File: src/rtl/game_pkg.sv
// -----------------------------------------------------------------------------
// game_pkg
// Shared types and helpers for the LED memory game button path.
//   btn_state_t : selector FSM states (IDLE, HELD, BLOCKED)
//   NUM_BUTTONS : number of physical push buttons
//   onehot4     : 2-bit index -> 4-bit one-hot vector
//   lowest4     : index of the lowest set bit of a 4-bit vector (bit 0 wins)
// -----------------------------------------------------------------------------
package game_pkg;

  typedef enum logic [1:0] {
    IDLE    = 2'd0,
    HELD    = 2'd1,
    BLOCKED = 2'd2
  } btn_state_t;

  localparam int NUM_BUTTONS = 4;

  function automatic logic [3:0] onehot4(input logic [1:0] sel);
    logic [3:0] v;
    v      = 4'b0000;
    v[sel] = 1'b1;
    return v;
  endfunction

  // Priority encoder: bit 0 has the highest priority. Callers only use the
  // result when at least one bit is set.
  function automatic logic [1:0] lowest4(input logic [3:0] v);
    logic [1:0] idx;
    if (v[0]) begin
      idx = 2'd0;
    end else if (v[1]) begin
      idx = 2'd1;
    end else if (v[2]) begin
      idx = 2'd2;
    end else begin
      idx = 2'd3;
    end
    return idx;
  endfunction

endpackage

File: src/rtl/debounce_bit.sv
// -----------------------------------------------------------------------------
// debounce_bit
// One raw button bit: 2-FF synchronizer followed by a counter debouncer.
// A level change is accepted only after DEBOUNCE_CYCLES consecutive cycles of
// disagreement between the synchronized input and the accepted level.
//   clock  : system clock, rising edge
//   reset  : asynchronous, active-high
//   in     : raw asynchronous button level (1 = pressed)
//   stable : debounced level
// -----------------------------------------------------------------------------
module debounce_bit
  import game_pkg::*;
#(
  parameter int DEBOUNCE_CYCLES = 20000
) (
  input  logic clock,
  input  logic reset,
  input  logic in,
  output logic stable
);

  localparam int CW = $clog2(DEBOUNCE_CYCLES);
  localparam logic [CW-1:0] TERM = CW'(DEBOUNCE_CYCLES - 1);

  logic          r_sync1;
  logic          r_sync2;
  logic          r_stable;
  logic [CW-1:0] r_cnt;

  // Two-flop synchronizer for the asynchronous raw level.
  always_ff @(posedge clock or posedge reset) begin
    if (reset) begin
      r_sync1 <= 1'b0;
      r_sync2 <= 1'b0;
    end else begin
      r_sync1 <= in;
      r_sync2 <= r_sync1;
    end
  end

  // Mismatch run-length counter; any agreeing cycle restarts the count, so the
  // counter clears at terminal count and never wraps.
  always_ff @(posedge clock or posedge reset) begin
    if (reset) begin
      r_stable <= 1'b0;
      r_cnt    <= '0;
    end else if (r_sync2 == r_stable) begin
      r_cnt    <= '0;
    end else if (r_cnt == TERM) begin
      r_stable <= ~r_stable;
      r_cnt    <= '0;
    end else begin
      r_cnt    <= r_cnt + CW'(1);
    end
  end

  assign stable = r_stable;

endmodule

File: src/rtl/button_conditioner.sv
// -----------------------------------------------------------------------------
// button_conditioner
// Debounces four raw push buttons and lets exactly one button win per press
// cycle. The winner is presented as a one-hot level while held and announced
// by a one-cycle strobe when accepted.
//   clock       : system clock, rising edge
//   reset       : asynchronous, active-high
//   rawButton   : raw bouncing button levels (1 = pressed)
//   buttonOut   : one-hot level of the accepted button, or 0
//   buttonPulse : one-hot one-cycle strobe on acceptance, else 0
//   anyPress    : OR of buttonOut
// -----------------------------------------------------------------------------
module button_conditioner
  import game_pkg::*;
#(
  parameter int DEBOUNCE_CYCLES = 20000
) (
  input  logic       clock,
  input  logic       reset,
  input  logic [3:0] rawButton,
  output logic [3:0] buttonOut,
  output logic [3:0] buttonPulse,
  output logic       anyPress
);

  logic [NUM_BUTTONS-1:0] w_stable;
  logic [1:0]             w_first;

  btn_state_t             r_state;
  logic [1:0]             r_sel;
  logic [NUM_BUTTONS-1:0] r_out;
  logic [NUM_BUTTONS-1:0] r_pulse;
  logic                   r_any;

  for (genvar i = 0; i < NUM_BUTTONS; i++) begin : g_db
    debounce_bit #(
      .DEBOUNCE_CYCLES(DEBOUNCE_CYCLES)
    ) u_db (
      .clock (clock),
      .reset (reset),
      .in    (rawButton[i]),
      .stable(w_stable[i])
    );
  end

  assign w_first = lowest4(w_stable);

  // Selector FSM with registered outputs. The winner is latched on entry to
  // HELD; losing its level while anything else is down parks in BLOCKED so a
  // button held across the hand-over never generates a pulse.
  always_ff @(posedge clock or posedge reset) begin
    if (reset) begin
      r_state <= IDLE;
      r_sel   <= 2'd0;
      r_out   <= 4'b0000;
      r_pulse <= 4'b0000;
      r_any   <= 1'b0;
    end else begin
      case (r_state)
        IDLE: begin
          if (w_stable != 4'b0000) begin
            r_sel   <= w_first;
            r_pulse <= onehot4(w_first);
            r_out   <= onehot4(w_first);
            r_any   <= 1'b1;
            r_state <= HELD;
          end else begin
            r_pulse <= 4'b0000;
            r_out   <= 4'b0000;
            r_any   <= 1'b0;
            r_state <= IDLE;
          end
        end
        HELD: begin
          r_pulse <= 4'b0000;
          if (!w_stable[r_sel]) begin
            r_out   <= 4'b0000;
            r_any   <= 1'b0;
            r_state <= (w_stable == 4'b0000) ? IDLE : BLOCKED;
          end else begin
            r_out   <= onehot4(r_sel);
            r_any   <= 1'b1;
            r_state <= HELD;
          end
        end
        BLOCKED: begin
          r_pulse <= 4'b0000;
          r_out   <= 4'b0000;
          r_any   <= 1'b0;
          if (w_stable == 4'b0000) begin
            r_state <= IDLE;
          end else begin
            r_state <= BLOCKED;
          end
        end
        default: begin
          // Unreachable encoding: recover to a quiet IDLE.
          r_pulse <= 4'b0000;
          r_out   <= 4'b0000;
          r_any   <= 1'b0;
          r_state <= IDLE;
        end
      endcase
    end
  end

  assign buttonOut   = r_out;
  assign buttonPulse = r_pulse;
  assign anyPress    = r_any;

endmodule

File: config.mk
export PLATFORM = sky130hd
export DESIGN_NAME = button_conditioner
export DESIGN_NICKNAME = d
export VERILOG_FILES = /design/src/rtl/game_pkg.sv /design/src/rtl/debounce_bit.sv /design/src/rtl/button_conditioner.sv
export SDC_FILE = /design/constraint.sdc
export NUM_CORES = 1
export LEC_CHECK = 0
export BUFFER_PORTS_ARGS = -buffer_cell sky130_fd_sc_hd__buf_2
export CORE_MARGIN = 2
export CORE_UTILIZATION = 65
export DETAILED_ROUTE_END_ITERATION = 10
export GPL_ROUTABILITY_DRIVEN = 0
export PLACE_DENSITY = 0.87
export SYNTH_ARGS = -nofsm -noshare
export SYNTH_HDL_FRONTEND = slang
export SYNTH_SLANG_ARGS = --single-unit
File: constraint.sdc
create_clock -name clock -period 5 [get_ports clock]
set_clock_uncertainty 0.1 [all_clocks]
set_input_delay 0.75 -clock clock [delete_from_list [all_inputs] [get_ports clock]]
set_output_delay 0.75 -clock clock [all_outputs]
set_load 0.1 [all_outputs]
==> results.toml, run 1 <==
[sta]
report.final.slew_viol_count = 0
worstMarginPinSlew_ns = 0.613
fin_crit_ns = 2.16
finalSetupTns_ns = 0
setup_violations = 0
hold_viol = 0
rsz0062_at_grt = "false"
max_freq_mhz = 464
max-slew-margin-rel = 0.591
fin_crit_sh = 0.431

[logic_synthesis]
synth.net_count = 375
async_flop_share = 1.00
yosysTopAreaCell = "dfrtp_1"
seq_area_frac_synth = 0.555
yosysWarnings = 0
yosysTopAreaCellShare = 0.555
yosys-top-cells-area = "dfrtp_1 (56%), xnor2_1 (7.3%), nor2_1 (7.0%)"
synth-main-ff-cell = "dfrtp_1"
syn-cell-area_mm2 = 0.00383
synthCells = 365
ys_ff_latch = 85
ys_types = 37
synth-edff-count = 0
synth_area_per_cell_um2 = 10.5

[floorplanning]
start_util = 0.683
coreArea_mm2 = 0.00561
core.rowCount = 27
pin_count = 15
die-area_mm2 = 0.00652
die_h_um = 80.8
die_x_um = 80.8

[hold_path]
min-delay-path-class = "reg2reg"

[drt]
drc_errors = 0
wirelength_mm = 6.69
drtPass1Iterations = 4
drt_iter0_drc = 134
viasPerCell = 5.81
antenna_left = 0
vias = 2649
drt-wirelength-per-cell_um = 14.7

[grt]
grt_max_degree = 49
antenna_found_initial = 0
grt_pass1_vias = 2691
grt.overflow.total = 0
grt_pass1_wl_mm = 11.9
gr-usage-all-layers = 0.243

[cts]
cts-root-buf = "clkbuf_8"
cts-htree-levels = 3
ctsHoldBuffers = 0
clk_latency_ns = 0.35
cts_buffers = 9
cts.sinks = 85
ctsResizeCount = 0
cts_tree = "done"
clk_pin_slew_ns = 0.08
cts_setup_buffers = 0
cts_max_path_buffers = 2

[pwr]
powerDensity_mw_per_mm2 = 308
ir_worst_vdd_mv = 0.275
power_leakage_uw = 0.00181

[worst_setup_path]
slowest_delay_ns = 0.51
cp-end-kind = "flop"
crit_chain = "or4b_1 -> or4_1 -> nand2b_1 -> nor2_1"
crit_buf_inv = 0
required_ns = 5.12
timing.critical_path.arrival_ns = 2.28
crit_family = "simple AND/OR/NAND/NOR gates"
start_kind = "flop"
slowest_stage = "or4_1"
path_max_fanout = 13
worstSetupPathType = "reg2reg"

[finish]
layout_common_cells = "dfrtp_1 (85), nor2_1 (71), xnor2_1 (32)"
n_fill_cell = 396
n_antenna_cell = 0
layout.cells.non_filler = 456
final_nets = 389
mostFrequentLayoutCell = "dfrtp_1"
syn_to_final_growth_pct = 8.72
drive_gt1_frac = 0.0990

[place]
dp.cells = 440
hpwl_mm = 4.45
portBuffers = 14

[run]
maxCapViolCount = 0

[run_status]
status = "finished, final reports clean"
## metrics by stage
step | area (µm²) | setup WS [ns] | hold slack (ns) | total power (µW) | util
floorplan | 3830 | 1.96 | 0.231 | 753 | -
global route | 4160 | 2.66 | 0.273 | 1330 | 0.743
CTS | 4160 | 2.83 | 0.261 | 1300 | 0.743
finish | 4160 | 2.84 | 0.258 | 1280 | 0.743
global placement | 3940 | 2.91 | 0.233 | 761 | 0.702
detailed placement | 3940 | 2.86 | 0.242 | 764 | 0.702
## cell families (layout without fill, tap and decap cells)
| family | count (synthesis) | in the layout | share of synthesized area |
|---|---|---|---|
| adders and majority gates | 4 | 4 | 0.0131 |
| and+or+nand+nor | 180 | 180 | 0.238 |
| muxes | 6 | 6 | 0.0212 |
| DFF | 85 | 85 | 0.555 |
| xor gates and xnor gates | 56 | 56 | 0.128 |
| AOI/OAI and AO/OA | 10 | 10 | 0.0167 |
| buffers and inverters | 24 | 43 | 0.0274 |
## report_power, final
part	internal, µW	switching, µW
registers	698	11.1
clock network	296	237
logic	11.6	28.9
total	1010	277
## flip-flops by register name (all words and copies together) (netlist names)
name,cells
buttonPulse,4
g_db.u_db.r_sync2,4
anyPress,1
g_db.u_db.r_sync1,4
r_sel,2
g_db.u_db.r_cnt,60
r_state,2
g_db.u_db.stable,4
buttonOut,4
## final timing paths
check,start,endpoint,slack [ns],cells after the start
setup / recovery,g_db[3].u_db.r_cnt[7]$_DFF_PP0_,g_db[3].u_db.r_cnt[8]$_DFF_PP0_,2.84,4
hold / removal,g_db[1].u_db.r_sync1$_DFF_PP0_,g_db[1].u_db.r_sync2$_DFF_PP0_,0.26,0
setup reg to reg,g_db[3].u_db.r_cnt[7]$_DFF_PP0_,g_db[3].u_db.r_cnt[8]$_DFF_PP0_,2.84,4
hold reg to reg,g_db[1].u_db.r_sync1$_DFF_PP0_,g_db[1].u_db.r_sync2$_DFF_PP0_,0.26,0
max in group asynchronous,reset,g_db[2].u_db.r_cnt[13]$_DFF_PP0_,3.47,3
min in group asynchronous,reset,g_db[0].u_db.r_sync1$_DFF_PP0_,0.34,2
## synth_stat cells (all sizes together) (2+ instances only)
| cell | n |
|---|---|
| o21ai | 3 |
| nor3 | 14 |
| a31oi | 2 |
| clkbuf | 9 |
| or4 | 4 |
| buf | 3 |
| and4 | 7 |
| inv | 12 |
| nand2 | 18 |
| xnor2 | 32 |
| nand3 | 18 |
| nor2 | 71 |
| or3 | 2 |
| mux2 | 4 |
| or4b | 2 |
| o21a | 2 |
| ha | 4 |
| nor3b | 2 |
| and2 | 2 |
| xor2 | 24 |
| dfrtp | 85 |
| nand2b | 4 |
| nor4 | 14 |
| nand4 | 18 |
## metal layers
| metal | track usage | wire length, µm | share of wire | vias to the layer above |
|---|---|---|---|---|
| met1 | 0.309 | 2950 | 0.44 | 1273 |
| met2 | 0.395 | 3310 | 0.49 | 72 |
| met3 | 0.0744 | 292 | 0.044 | 17 |
| li1 | - | - | - | 1287 |
| met5 | 0 | 0 | 0 | - |
| met4 | 0.0949 | 135 | 0.020 | 0 |
## final cells by class
type / count / area, µm² / share of cell area
Sequential cell: 85 / 2130 / 0.511
Multi-Input combinational cell: 256 / 1600 / 0.384
Clock buffer: 11 / 141 / 0.0340
Timing Repair Buffer: 15 / 77.6 / 0.0186
Inverter: 12 / 46.3 / 0.0111
Tap cell: 72 / 90.1 / 0.0216
Clock inverter: 5 / 83.8 / 0.0201
(Power assumes the default switching activity.)
==> inputs of run 2 (changes only) <==
CORE_UTILIZATION = 55   (was 65)
PLACE_DENSITY = 0.79   (was 0.87)
clock period = 1.8 ns   (was 5 ns; I/O delays follow)
==> run 2 against run 1 <==
Utilization is 5.0 points lower. The flow now finishes with violations (negative setup slack). Hold slack worse by 0.0033 ns. Global-route usage is 2.8 points lower. Sequential share of layout area is 5.6 points lower.
==> results.toml, run 2 (same netlist as run 1, synthesis figures left out) <==
[run_status]
status = "finished with violations"
failed_checks = "negative setup slack"

[worst_setup_path]
r2r-end = "g_db[0].u_db.stable$_DFFE_PP0P_"
path_max_fanout = 2
cp-end-kind = "flop"
worstSetupPathType = "reg2reg"
required_ns = 1.94
reg2reg_setup_slack_ns = -0.21
reg2reg_from = "g_db[0].u_db.r_cnt[6]$_DFF_PP0_"
start_kind = "flop"
r2r_cells = 3
timing.critical_path.arrival_ns = 2.15

[sta]
fin_crit_ns = 2.01
final.setup.worst_slack_ns = -0.210
max-slew-margin-rel = 0.675
report.final.slew_viol_count = 0
max_freq_mhz = 498
worstMarginPinSlew_ns = 0.490
fin_crit_sh = 1.12
hold_viol = 0
setup_violations = 42
timing.hold.ws_ns = 0.255
rsz0062_at_grt = "true"

[cts]
cts_max_path_buffers = 2
cts-htree-levels = 3
clk_pin_slew_ns = 0.08
cts_tree = "done"
clk_latency_ns = 0.35
cts-root-buf = "clkbuf_8"
cts_buffers = 9
cts.sinks = 85

[drt]
drc_errors = 0
wirelength_mm = 7.30
vias = 2791
viasPerCell = 5.44
drt_iter0_drc = 128
drt-wirelength-per-cell_um = 14.2
drtPass1Iterations = 4
antenna_left = 0

[grt]
grt.overflow.total = 0
met1_usage = 0.274
use_met2 = 0.346
grt_pass1_vias = 2781
gr-usage-all-layers = 0.215
antenna_found_initial = 0
grt.met3_usage = 0.0626
grt_max_degree = 86
grt_pass1_wl_mm = 12.7
top_usage_layer = "met2"

[finish]
n_fill_cell = 496
syn_to_final_growth_pct = 22.2
n_antenna_cell = 0
largest_reg_flops = 60
mostFrequentLayoutCell = "dfrtp_1"
regMostFlops = "g_db.u_db.r_cnt"
layout_common_cells = "dfrtp_1 (85), nor2_1 (51), buf_4 (41)"
drive_gt1_frac = 0.249
final_nets = 438

[hold_path]
min-delay-path-class = "reg2reg"
hold_depth = 0
hp-start = "g_db[3].u_db.r_sync1$_DFF_PP0_"
min_to = "g_db[3].u_db.r_sync2$_DFF_PP0_"

[floorplanning]
die_h_um = 87.4
coreArea_mm2 = 0.00676
die_x_um = 87.4
die-area_mm2 = 0.00765
core.rowCount = 30
start_util = 0.567
pin_count = 15

[pwr]
power_leakage_uw = 0.00209
ir_worst_vdd_mv = 0.556
powerDensity_mw_per_mm2 = 765

[place]
portBuffers = 14
hpwl_mm = 4.72
post-place-ws_ns = -0.200

[run]
maxCapViolCount = 0
run 2: per-layer routing:
metal | vias up | part of all wire
met4 | 0 | 0.019
met5 | - | 0
met3 | 15 | 0.029
li1 | 1381 | -
met2 | 34 | 0.50
met1 | 1361 | 0.45
run 2: what timing repair did:
| item | CTS | global route |
|---|---|---|
| resized for setup | 16 | 19 |
| hold endpoints to repair | 89 | 0 |
| buffers inserted | 2 | 2 |
| pin swaps | 11 | 3 |
| gates cloned | 1 | 0 |
| endpoints found under the setup margin | 42 | 42 |
| hold buffers | 5 | 0 |
run 2: worst max-delay path by stage:
stage	from	to	slack, ns	depth (start not counted)
after floorplan	g_db[0].u_db.r_cnt[13]$_DFF_PP0_	g_db[0].u_db.stable$_DFFE_PP0P_	-0.13	3
after global placement	g_db[0].u_db.r_cnt[13]$_DFF_PP0_	g_db[0].u_db.r_cnt[11]$_DFF_PP0_	-0.13	4
after detailed placement	g_db[0].u_db.r_cnt[13]$_DFF_PP0_	g_db[0].u_db.r_cnt[3]$_DFF_PP0_	-0.20	4
after CTS	g_db[0].u_db.r_cnt[6]$_DFF_PP0_	g_db[0].u_db.stable$_DFFE_PP0P_	-0.21	3
after global routing	g_db[0].u_db.r_cnt[6]$_DFF_PP0_	g_db[0].u_db.stable$_DFFE_PP0P_	-0.23	3
final	g_db[0].u_db.r_cnt[6]$_DFF_PP0_	g_db[0].u_db.stable$_DFFE_PP0P_	-0.21	3
run 2: power breakdown:
part	leakage, µW	switching (µW)	internal (µW)
logic	0.000816	107	75.3
registers	0.00116	22.0	1940
clock network	0.000110	658	782
run 2: cell type report:
class / instances / area, µm² / share of cell area
Timing Repair Buffer: 63 / 478 / 0.102
Sequential cell: 85 / 2130 / 0.454
Clock buffer: 10 / 128 / 0.0273
Tap cell: 80 / 100 / 0.0214
Multi-Input combinational cell: 257 / 1710 / 0.366
Inverter: 12 / 48.8 / 0.0104
Clock inverter: 6 / 87.6 / 0.0187
run 2: critical path, stage by stage, from the launching register on:
cell     delay (ns)
dfrtp_1        0.38
or4_4          0.53
or4_4          0.58
mux2_4         0.31
run 2: per-stage QoR:
stage	TNS (ns)	utilization	cells	cell area, µm²	total power (µW)
final	-4.80	0.693	513	4680	3580
after CTS	-4.97	0.682	511	4610	3600
after global placement	-5.00	0.633	488	4280	2150
after global routing	-7.07	0.693	513	4680	3730
after floorplan	-3.53	-	365	3840	2090
after detailed placement	-6.37	0.633	488	4280	2160
==> inputs of run 3 (changes only) <==
CORE_ASPECT_RATIO = 0.7   (was unset)
==> run 3 against run 2 <==
Non-clock buffer count fell by 1. Sequential share of layout area fell by 0.44 points. Worst setup slack got worse by 0.0048 ns. The run still ends with negative setup slack left. Combinational power rose by 10%. Global-route usage rose by 0.056 points. Critical path type unchanged. Largest power group unchanged. Cell count rose by 2.3%. Largest cell class unchanged.
==> results.toml, run 3 (same netlist as run 1, synthesis figures left out) <==
[run_status]
status = "finished with violations"
failed_checks = "negative setup slack"

[floorplanning]
coreArea_mm2 = 0.00676
die-area_mm2 = 0.00766
pin_count = 15
start_util = 0.567
die_x_um = 104
die_h_um = 73.8
core.rowCount = 25

[worst_setup_path]
crit_path_start = "g_db[0].u_db.r_cnt[7]$_DFF_PP0_"
reg2reg_setup_slack_ns = -0.21
path_max_fanout = 2
cp-end-kind = "flop"
crit_chain = "or4_1 -> or4_4 -> mux2_4"
slowest_stage = "or4_4"
timing.critical_path.arrival_ns = 2.16
r2r-end = "g_db[0].u_db.stable$_DFFE_PP0P_"
r2r_cells = 3
start_kind = "flop"
slowest_delay_ns = 0.59
worstSetupEndpoint = "g_db[0].u_db.stable$_DFFE_PP0P_"
worstSetupPathType = "reg2reg"
reg2reg_from = "g_db[0].u_db.r_cnt[7]$_DFF_PP0_"
required_ns = 1.95

[finish]
syn_to_final_growth_pct = 23.4
layout_common_cells = "dfrtp_1 (85), nor2_1 (50), buf_4 (39)"
n_antenna_cell = 0
final_nets = 437
multi_input_area_mm2 = 0.00173
regMostFlops = "g_db.u_db.r_cnt"
largest_reg_flops = 60
n_fill_cell = 524
register_area_mm2 = 0.00213
drive_gt1_frac = 0.244
mostFrequentLayoutCell = "dfrtp_1"

[cts]
cts_buffers = 9
cts_tree = "done"
cts-root-buf = "clkbuf_8"
cts_max_path_buffers = 2
cts-htree-levels = 3
clk_latency_ns = 0.36
cts.sinks = 85
clk_pin_slew_ns = 0.08

[drt]
drc_errors = 0
drtPass1Iterations = 4
drt-wirelength-per-cell_um = 14.2
wirelength_mm = 7.48
vias = 2773
antenna_left = 0
drt_iter0_drc = 158
viasPerCell = 5.28

[grt]
gr-usage-all-layers = 0.215
top_usage_layer = "met2"
antenna_found_initial = 0
met1_usage = 0.286
grt.met3_usage = 0.0719
grt_max_degree = 41
grt_pass1_wl_mm = 12.8
grt.overflow.total = 0
grt_pass1_vias = 2766
use_met2 = 0.342

[run]
maxCapViolCount = 0

[sta]
worstMarginPinSlew_ns = 0.490
fin_crit_ns = 2.01
finalSetupTns_ns = -5.90
max-slew-margin-rel = 0.673
setup_violations = 42
fin_crit_sh = 1.12
report.final.slew_viol_count = 0
hold_viol = 0
max_freq_mhz = 496
final.setup.worst_slack_ns = -0.214
rsz0062_at_grt = "true"

[pwr]
ir_worst_vdd_mv = 0.527
powerDensity_mw_per_mm2 = 759
power_leakage_uw = 0.00209

[hold_path]
min-delay-path-class = "reg2reg"

[place]
portBuffers = 14
hpwl_mm = 4.92
post-place-ws_ns = -0.196
==> run 3: through the flow <==
step / util / power (µW) / hold WS [ns] / instances / area, µm²
global placement: 0.641 / 2160 / 0.221 / 504 / 4330
global route: 0.700 / 3730 / 0.258 / 525 / 4730
floorplan: - / 2090 / 0.201 / 365 / 3840
detailed placement: 0.641 / 2170 / 0.226 / 504 / 4330
CTS: 0.683 / 3600 / 0.254 / 524 / 4620
finish: 0.700 / 3590 / 0.253 / 525 / 4730
==> run 3: worst min-delay path by stage <==
stage	cells after the start	slack, ns	from	to
after detailed placement	2	0.23	reset	g_db[2].u_db.r_cnt[13]$_DFF_PP0_
after global routing	0	0.26	g_db[1].u_db.r_sync1$_DFF_PP0_	g_db[1].u_db.r_sync2$_DFF_PP0_
final	0	0.25	g_db[0].u_db.r_sync1$_DFF_PP0_	g_db[0].u_db.r_sync2$_DFF_PP0_
after floorplan	0	0.20	rawButton[0]	g_db[0].u_db.r_sync1$_DFF_PP0_
after CTS	0	0.25	g_db[0].u_db.r_sync1$_DFF_PP0_	g_db[0].u_db.r_sync2$_DFF_PP0_
after global placement	2	0.22	reset	g_db[2].u_db.r_cnt[14]$_DFF_PP0_
==> run 3: critical path: cells and delay by family, from the launching register on <==
family / cells / cell delay (ns)
flip-flops: 1 / 0.38
multiplexers: 1 / 0.32
AND/OR/NAND/NOR: 2 / 1.11
==> run 3: final cells by class <==
cell class | instances | area share
timing repair buffer | 62 | 0.105
multi-input combinational | 257 | 0.366
clock buffer | 11 | 0.0278
inverter | 12 | 0.0103
clock inverter | 4 | 0.0156
sequential | 85 | 0.450
tap | 94 | 0.0249
==> run 3: per-layer routing <==
metal / vias up / wire length (µm) / part of all wire
li1: 1373 / - / -
met1: 1349 / 3550 / 0.48
met2: 42 / 3590 / 0.48
met3: 9 / 242 / 0.032
met4: 0 / 85 / 0.011
met5: - / 0 / 0
==> run 3: where the power goes <==
part	total, µW	leakage, µW	switching (µW)	internal (µW)
logic	201	0.000824	115	86.4
clock network	1420	0.000103	649	775
registers	1960	0.00116	21.8	1940
==> run 3: what timing repair did <==
item | 4_1_cts | 5_1_grt
gates cloned | 0 | 2
setup endpoints to repair | 42 | 42
resized for setup | 5 | 30
pin swaps | 0 | 8
hold endpoints to repair | 22 | 0
hold buffers | 5 | 0
buffers inserted | 0 | 0
